`src/rtl/ng_clk_mon_if.sv`:
```
// Signal bundle between the two-phase clock generator side and the monitor.
// The master drives the phase pins and the error clear; the monitor reports status.
interface ng_clk_mon_if #(
    parameter int CNT_W = 16
);
    logic             CLK1;
    logic             CLK2;
    logic             CLR_ERR;
    logic [1:0]       PHASE;
    logic             CYCLE_STB;
    logic [CNT_W-1:0] CYCLE_CNT;
    logic             LOCKED;
    logic             SEQ_ERR;
    logic             OVERLAP_ERR;
    logic             STALL;

    modport master (
        output CLK1, CLK2, CLR_ERR,
        input  PHASE, CYCLE_STB, CYCLE_CNT, LOCKED, SEQ_ERR, OVERLAP_ERR, STALL
    );

    modport slave (
        input  CLK1, CLK2, CLR_ERR,
        output PHASE, CYCLE_STB, CYCLE_CNT, LOCKED, SEQ_ERR, OVERLAP_ERR, STALL
    );
endinterface

```
`src/rtl/ng_clk_mon.sv`:
```
// Two-phase clock monitor: oversamples CLK1/CLK2 on CK_CLK, follows the
// P1-gap-P2-gap sequence and reports lock, sticky faults, stalls and cycle count.
module ng_clk_mon #(
    parameter int CNT_W       = 16,
    parameter int LOCK_CYCLES = 4,
    parameter int STALL_MAX   = 1024
) (
    input logic         CK_CLK,
    input logic         NPURST,
    ng_clk_mon_if.slave mon
);
    localparam int                IDLE_W    = $clog2(STALL_MAX + 1);
    localparam logic [3:0]        LOCK_V    = 4'(LOCK_CYCLES);
    localparam logic [IDLE_W-1:0] STALL_V   = IDLE_W'(STALL_MAX);
    localparam logic [IDLE_W-1:0] STALL_PRE = IDLE_W'(STALL_MAX - 1);

    typedef enum logic [2:0] {SYNC, P1, GAP1, P2, GAP2} state_t;

    // Bit 0 carries the CLK1 path, bit 1 the CLK2 path.
    logic [1:0]        meta_q, meta_d, smp_q, smp_d, prev_q, prev_d;
    logic [1:0]        phase_q, phase_d;
    state_t            state_q, state_d;
    logic [3:0]        lock_q, lock_d;
    logic [IDLE_W-1:0] idle_q, idle_d;
    logic [CNT_W-1:0]  cnt_q, cnt_d;
    logic              stb_q, stb_d, seq_q, seq_d, ovl_q, ovl_d;

    logic [1:0] rise, fall;
    logic       any_edge, seq_fault, ovl_fault, done, stall_hit, restart;

    // NOTE: every signal gets a default at the top of always_comb so no path leaves one unassigned (no latches).
    always_comb begin
        meta_d  = {mon.CLK2, mon.CLK1};
        smp_d   = meta_q;
        prev_d  = smp_q;
        phase_d = smp_q;

        rise      = smp_q & ~prev_q;
        fall      = ~smp_q & prev_q;
        any_edge  = |(smp_q ^ prev_q);
        seq_fault = 1'b0;
        ovl_fault = &smp_q;
        done      = 1'b0;
        state_d   = state_q;

        unique case (state_q)
            SYNC: if (rise[0] && !smp_q[1]) state_d = P1;
            P1: begin
                if (rise[1]) begin
                    seq_fault = 1'b1;
                    ovl_fault = 1'b1;
                end else if (fall[0]) begin
                    state_d = GAP1;
                end
            end
            GAP1: begin
                if (rise[0])      seq_fault = 1'b1;
                else if (rise[1]) state_d   = P2;
            end
            P2: begin
                if (rise[0]) begin
                    seq_fault = 1'b1;
                    ovl_fault = 1'b1;
                end else if (fall[1]) begin
                    state_d = GAP2;
                    done    = 1'b1;
                end
            end
            GAP2: begin
                if (rise[1])      seq_fault = 1'b1;
                else if (rise[0]) state_d   = P1;
            end
            default: state_d = SYNC;
        endcase

        // Stall acts on the sample where the idle counter reaches STALL_MAX.
        stall_hit = !any_edge && (idle_q == STALL_PRE);
        if (any_edge)               idle_d = '0;
        else if (idle_q == STALL_V) idle_d = idle_q;
        else                        idle_d = idle_q + IDLE_W'(1);

        restart = seq_fault || stall_hit || mon.CLR_ERR;
        lock_d  = lock_q;
        if (restart) begin
            state_d = SYNC;
            lock_d  = '0;
        end else if (done && lock_q != LOCK_V) begin
            lock_d = lock_q + 4'd1;
        end

        // A fault in the same sample as CLR_ERR keeps its flag set.
        seq_d = seq_fault || (seq_q && !mon.CLR_ERR);
        ovl_d = ovl_fault || (ovl_q && !mon.CLR_ERR);
        stb_d = done;
        cnt_d = done ? cnt_q + CNT_W'(1) : cnt_q;
    end

    // NOTE: non-blocking assignments so every flop updates from pre-edge values.
    always_ff @(posedge CK_CLK or negedge NPURST) begin
        if (!NPURST) begin
            meta_q  <= '0;
            smp_q   <= '0;
            prev_q  <= '0;
            phase_q <= '0;
            state_q <= SYNC;
            lock_q  <= '0;
            idle_q  <= '0;
            cnt_q   <= '0;
            stb_q   <= 1'b0;
            seq_q   <= 1'b0;
            ovl_q   <= 1'b0;
        end else begin
            meta_q  <= meta_d;
            smp_q   <= smp_d;
            prev_q  <= prev_d;
            phase_q <= phase_d;
            state_q <= state_d;
            lock_q  <= lock_d;
            idle_q  <= idle_d;
            cnt_q   <= cnt_d;
            stb_q   <= stb_d;
            seq_q   <= seq_d;
            ovl_q   <= ovl_d;
        end
    end

    assign mon.PHASE       = phase_q;
    assign mon.CYCLE_STB   = stb_q;
    assign mon.CYCLE_CNT   = cnt_q;
    assign mon.LOCKED      = (lock_q == LOCK_V);
    assign mon.SEQ_ERR     = seq_q;
    assign mon.OVERLAP_ERR = ovl_q;
    assign mon.STALL       = (idle_q == STALL_V);
endmodule

```
`src/flat_wrapper.sv`:
```
// flat-port wrapper written by rule: the top's interface ports become plain ports
module ng_clk_mon_flat 
#(
    parameter int CNT_W       = 16,
    parameter int LOCK_CYCLES = 4,
    parameter int STALL_MAX   = 1024
)
  (CK_CLK, NPURST, mon_CLK1, mon_CLK2, mon_CLR_ERR, mon_PHASE, mon_CYCLE_STB, mon_CYCLE_CNT, mon_LOCKED, mon_SEQ_ERR, mon_OVERLAP_ERR, mon_STALL);
  ng_clk_mon_if #(.CNT_W(CNT_W)) mon_i ();
  input logic CK_CLK;
  input logic NPURST;
  input wire logic [$bits(mon_i.CLK1)-1:0] mon_CLK1;
  input wire logic [$bits(mon_i.CLK2)-1:0] mon_CLK2;
  input wire logic [$bits(mon_i.CLR_ERR)-1:0] mon_CLR_ERR;
  output wire logic [$bits(mon_i.PHASE)-1:0] mon_PHASE;
  output wire logic [$bits(mon_i.CYCLE_STB)-1:0] mon_CYCLE_STB;
  output wire logic [$bits(mon_i.CYCLE_CNT)-1:0] mon_CYCLE_CNT;
  output wire logic [$bits(mon_i.LOCKED)-1:0] mon_LOCKED;
  output wire logic [$bits(mon_i.SEQ_ERR)-1:0] mon_SEQ_ERR;
  output wire logic [$bits(mon_i.OVERLAP_ERR)-1:0] mon_OVERLAP_ERR;
  output wire logic [$bits(mon_i.STALL)-1:0] mon_STALL;
  assign mon_i.CLK1 = mon_CLK1;
  assign mon_i.CLK2 = mon_CLK2;
  assign mon_i.CLR_ERR = mon_CLR_ERR;
  assign mon_PHASE = mon_i.PHASE;
  assign mon_CYCLE_STB = mon_i.CYCLE_STB;
  assign mon_CYCLE_CNT = mon_i.CYCLE_CNT;
  assign mon_LOCKED = mon_i.LOCKED;
  assign mon_SEQ_ERR = mon_i.SEQ_ERR;
  assign mon_OVERLAP_ERR = mon_i.OVERLAP_ERR;
  assign mon_STALL = mon_i.STALL;
  ng_clk_mon #(.CNT_W(CNT_W), .LOCK_CYCLES(LOCK_CYCLES), .STALL_MAX(STALL_MAX)) u_core (.CK_CLK(CK_CLK), .NPURST(NPURST), .mon(mon_i));
endmodule
```
`config.mk`:
```
export PLATFORM = sky130hd
export DESIGN_NAME = ng_clk_mon_flat
export DESIGN_NICKNAME = d
export VERILOG_FILES = /design/src/rtl/ng_clk_mon_if.sv /design/src/rtl/ng_clk_mon.sv /design/src/flat_wrapper.sv
export SDC_FILE = /design/constraint.sdc
export NUM_CORES = 1
export LEC_CHECK = 0
export BUFFER_PORTS_ARGS = -buffer_cell sky130_fd_sc_hd__buf_2
export CORE_UTILIZATION = 51
export DETAILED_ROUTE_END_ITERATION = 16
export GPL_TIMING_DRIVEN = 0
export PLACE_DENSITY = 0.78
export SYNTH_ARGS = -nofsm -noshare
export SYNTH_HDL_FRONTEND = slang
export SYNTH_SLANG_ARGS = --single-unit
```
`constraint.sdc`:
```
create_clock -name CK_CLK -period 1.5 [get_ports CK_CLK]
set_input_delay 0.3 -clock CK_CLK [delete_from_list [all_inputs] [get_ports CK_CLK]]
set_output_delay 0.3 -clock CK_CLK [all_outputs]
set_load 0.02 [all_outputs]
```
==> metrics.md <==
| Metric | Value |
|---|---|
| Status | complete, but fails checks |
| Failing checks | negative setup slack |
| Critical path peak fanout | 2 |
| Post-synth top flop | dfrtp_1 |
| Initial Utilization | around 55% |
| Endpoints failing setup | 24 |
| Gr ovfl total | 0 |
| Number of flops mapped to enable cells by yosys | 0 |
| Unrepaired setup endpoints after global routing | yes |
| CTS tree | done |
| Final Cycle Share | 115.4% |
| Mapped cell area | about 2100 um2 |
| Seq/Total Area, Yosys | 51.74% |
| Via count | roughly 1.6k |
| Top post-synthesis cells by area | dfrtp_1, xnor2_1, ha_1 |
| CTS buffer count | 5 |
| Yosys top cell by area | dfrtp_1 |
| Area of the die | 4337 um2 |
| Min-delay worst type | primary input to flop |
| R2R Path Start | u_core.prev_q[1]$_DFF_PN0_ |
| Hold Vio Cnt, Final | 0 |
| Largest net degree at the start of global routing | 44 |
| # clock sinks | 43 |
| Final Util | 72.10% |
| Ratio of cells with drive above 1 in the final layout | between 40% and 50% |
| Share of the synthesized area in the top cell type | 51.74% |
| Clock buffer depth | 2 |
| Crit end category | primary output |
| Async set-reset flop share out of synthesis | 100.0% |
| Max-cap viol count | 0 |
| Post-Layout Cell Count | 290 |
| RePlAce Congestion | 0.8501 |
| Clk_skew | 14.64 ps |
| Global Route Usage Sum | 22.51% |
| # IOs | 28 |
| Worst Slack Setup Final | -230.4 ps |
| Syn_nets | 198 |
| Vias in the first global route | 1589 |
| #FFs+latches synth | 43 |
| Crit start category | flop |
| Worst-skew pair later-pin latency | between 300 and 400 ps |
| H-Tree Depth | 2 |
| Worst-path clk slew | roughly 80 ps |
| Critical path arrival | 1430 ps |
| Nets@finish | 255 |
| DR vias/cell | 5.359 |
| Max Freq | 577.9 MHz |
| Clk root buf | clkbuf_8 |
| Syn avg cell area | between 10 and 15 um2 |
| Detailed placement HPWL | 2.370 mm |
| TritonRoute pass-1 iters | 4 |
| Horiz. Die Dim | between 60 and 70 um |
| Global-route wire length before repair | about 7.2 mm |
| Worst R2R Setup Slack | -210 ps |
| Pleak | 0.001324 uW |
| Synth-to-Final Area Change | 30.75% |
| Min-delay src | mon_CLK1 |
| Worst path required time | 1200 ps |
| Fin crit period | 1730 ps |
| Avg WL per Cell | 15.17 um |
| Post-Syn Instances | 184 |
| Max-slew violations | 0 |
| Core footprint | 3771 um2 |
| Worst-Margin Slew | 945.9 ps |
| Row cnt | 22 |
| Setup TNS | -3057 ps |
| Initial antenna violation count | 0 |
| Pwr dens | between 700 and 800 nW/um2 |
| Routed wire length | 4.399 mm |
| Slew headroom | 36.94% |
| DRC | 0 |
| Synth cell types | 40 |
| Die Height | 65.86 um |
| Yosys warns | 0 |
| Crit Path Class | flop to primary output |
| IR drop worst, VDD | 0.6013 mV |
| Final ANT Viol Nets | 0 |
| Buffers added on ports | 27 |
| Initial DRC Count | 84 |
| N_diodes | 0 |
| # placed instances | 259 |
| Worst setup path startpoint | u_core.idle_q[6]$_DFFE_PN0P_ |
| Hold_buf cts | 0 |
## flip-flops by register name, indices dropped and copies added (netlist names)
signal,count
u_core.phase_d,2
u_core.mon.CYCLE_STB,1
u_core.mon.CYCLE_CNT,16
u_core.prev_q,2
u_core.mon.OVERLAP_ERR,1
u_core.mon.SEQ_ERR,1
u_core.lock_q,4
u_core.meta_q,2
u_core.state_q,3
u_core.idle_q,11
## synthesized netlist by cell type (2+ instances only)
cell and number:
and4_1 2, nand3b_1 3, mux2i_1 2, o21ai_0 2, and3_1 5, nor3_1 4
ha_1 9, nand3_1 7, nor2_1 14, xor2_1 9, xnor2_1 17, nand2_1 11
dfrtp_1 43, nand2b_1 2, buf_2 2, inv_1 13, a21oi_1 4, mux2_2 2
nor4_1 3, nand4_1 8, o211ai_1 2, nor4b_4 2
## what timing repair did
item	CTS	global route
pin swaps	16	11
gates resized for setup	20	16
setup endpoints to repair	25	27
buffers inserted	18	7
## cell families after synthesis
group	Yosys count	share of synthesized area, %
AND/OR/NAND/NOR	69	20.94
buffers and inverters	18	3.911
AO/OA/AOI/OAI	15	4.994
multiplexers	4	2.046
adder cells (fa/ha/maj)	9	5.415
XOR/XNOR	26	10.95
flip-flops	43	51.74
## through the flow
step                instance area [um2]  hold slack (ps)  setup slack, ps  power, uW
finish                             2719            96.60           -230.4       2115
global route                       2719            87.12           -291.1       2201
CTS                                2616            91.07           -202.5       2115
detailed placement                 2303            338.6           -267.2       1351
global placement                   2303            333.9           -265.4       1350
floorplan                          2108            4.409           -100.6       1296
## cell usage in the layout (no fill, tap or decap), drive strengths merged, types with 2 or more instances in the layout
master,Yosys,routed
xnor2,17,17
nor2,15,15
clkbuf,1,7
mux2i,2,2
o211ai,2,2
nand4,8,8
nor3,4,4
nor4,4,4
and4,2,2
dfrtp,43,43
nand2,11,11
a21oi,4,4
nand3,7,7
nand3b,3,3
xor2,9,9
and3,5,5
o21ai,2,2
ha,9,9
nand2b,2,2
nor4b,2,2
inv,13,13
mux2,2,2
buf,4,54
## metal layers
metal | part of all wire [%] | track usage, % | vias up
li1 | - | - | 749
met1 | 45 | 28.56 | 765
met2 | 49 | 35.46 | 35
met3 | 3.9 | 5.345 | 5
met4 | 1.7 | 11.96 | 0
met5 | 0 | 0 | -
## area by class of cell
class	count	area, um2
plain buffers	5	43.79
clock buffers	6	72.57
clock inverters	2	12.51
fillers	245	1052
inverters	13	48.80
multi-input cells	123	1079
flip-flops and latches	43	1082
well taps	48	60.06
repair buffers	50	320.3
## report_power, final
| group | internal (uW) | switching (uW) |
|---|---|---|
| clock | 326 | 415 |
| sequential | 1180 | 19.1 |
| combinational | 72.3 | 104 |
## path summary, 6_finish.rpt
check,end,cells past startpoint
max in group asynchronous,u_core.idle_q[0]$_DFFE_PN0P_,1
worst max register to register,u_core.lock_q[2]$_DFFE_PN0P_,6
min in group asynchronous,u_core.state_q[2]$_DFFE_PN0P_,1
worst max-delay path,mon_STALL,4
worst min-delay path,u_core.meta_q[0]$_DFF_PN0_,1
worst min register to register,u_core.phase_d[1]$_DFF_PN0_,0
## worst max-delay path, stage by stage (launching register included)
cell	delay, ps
dfrtp_2	430
nor4_4	290
nand4_1	180
inv_1	100
buf_6	120
Note: power is estimated with default switching activity, not from simulation.
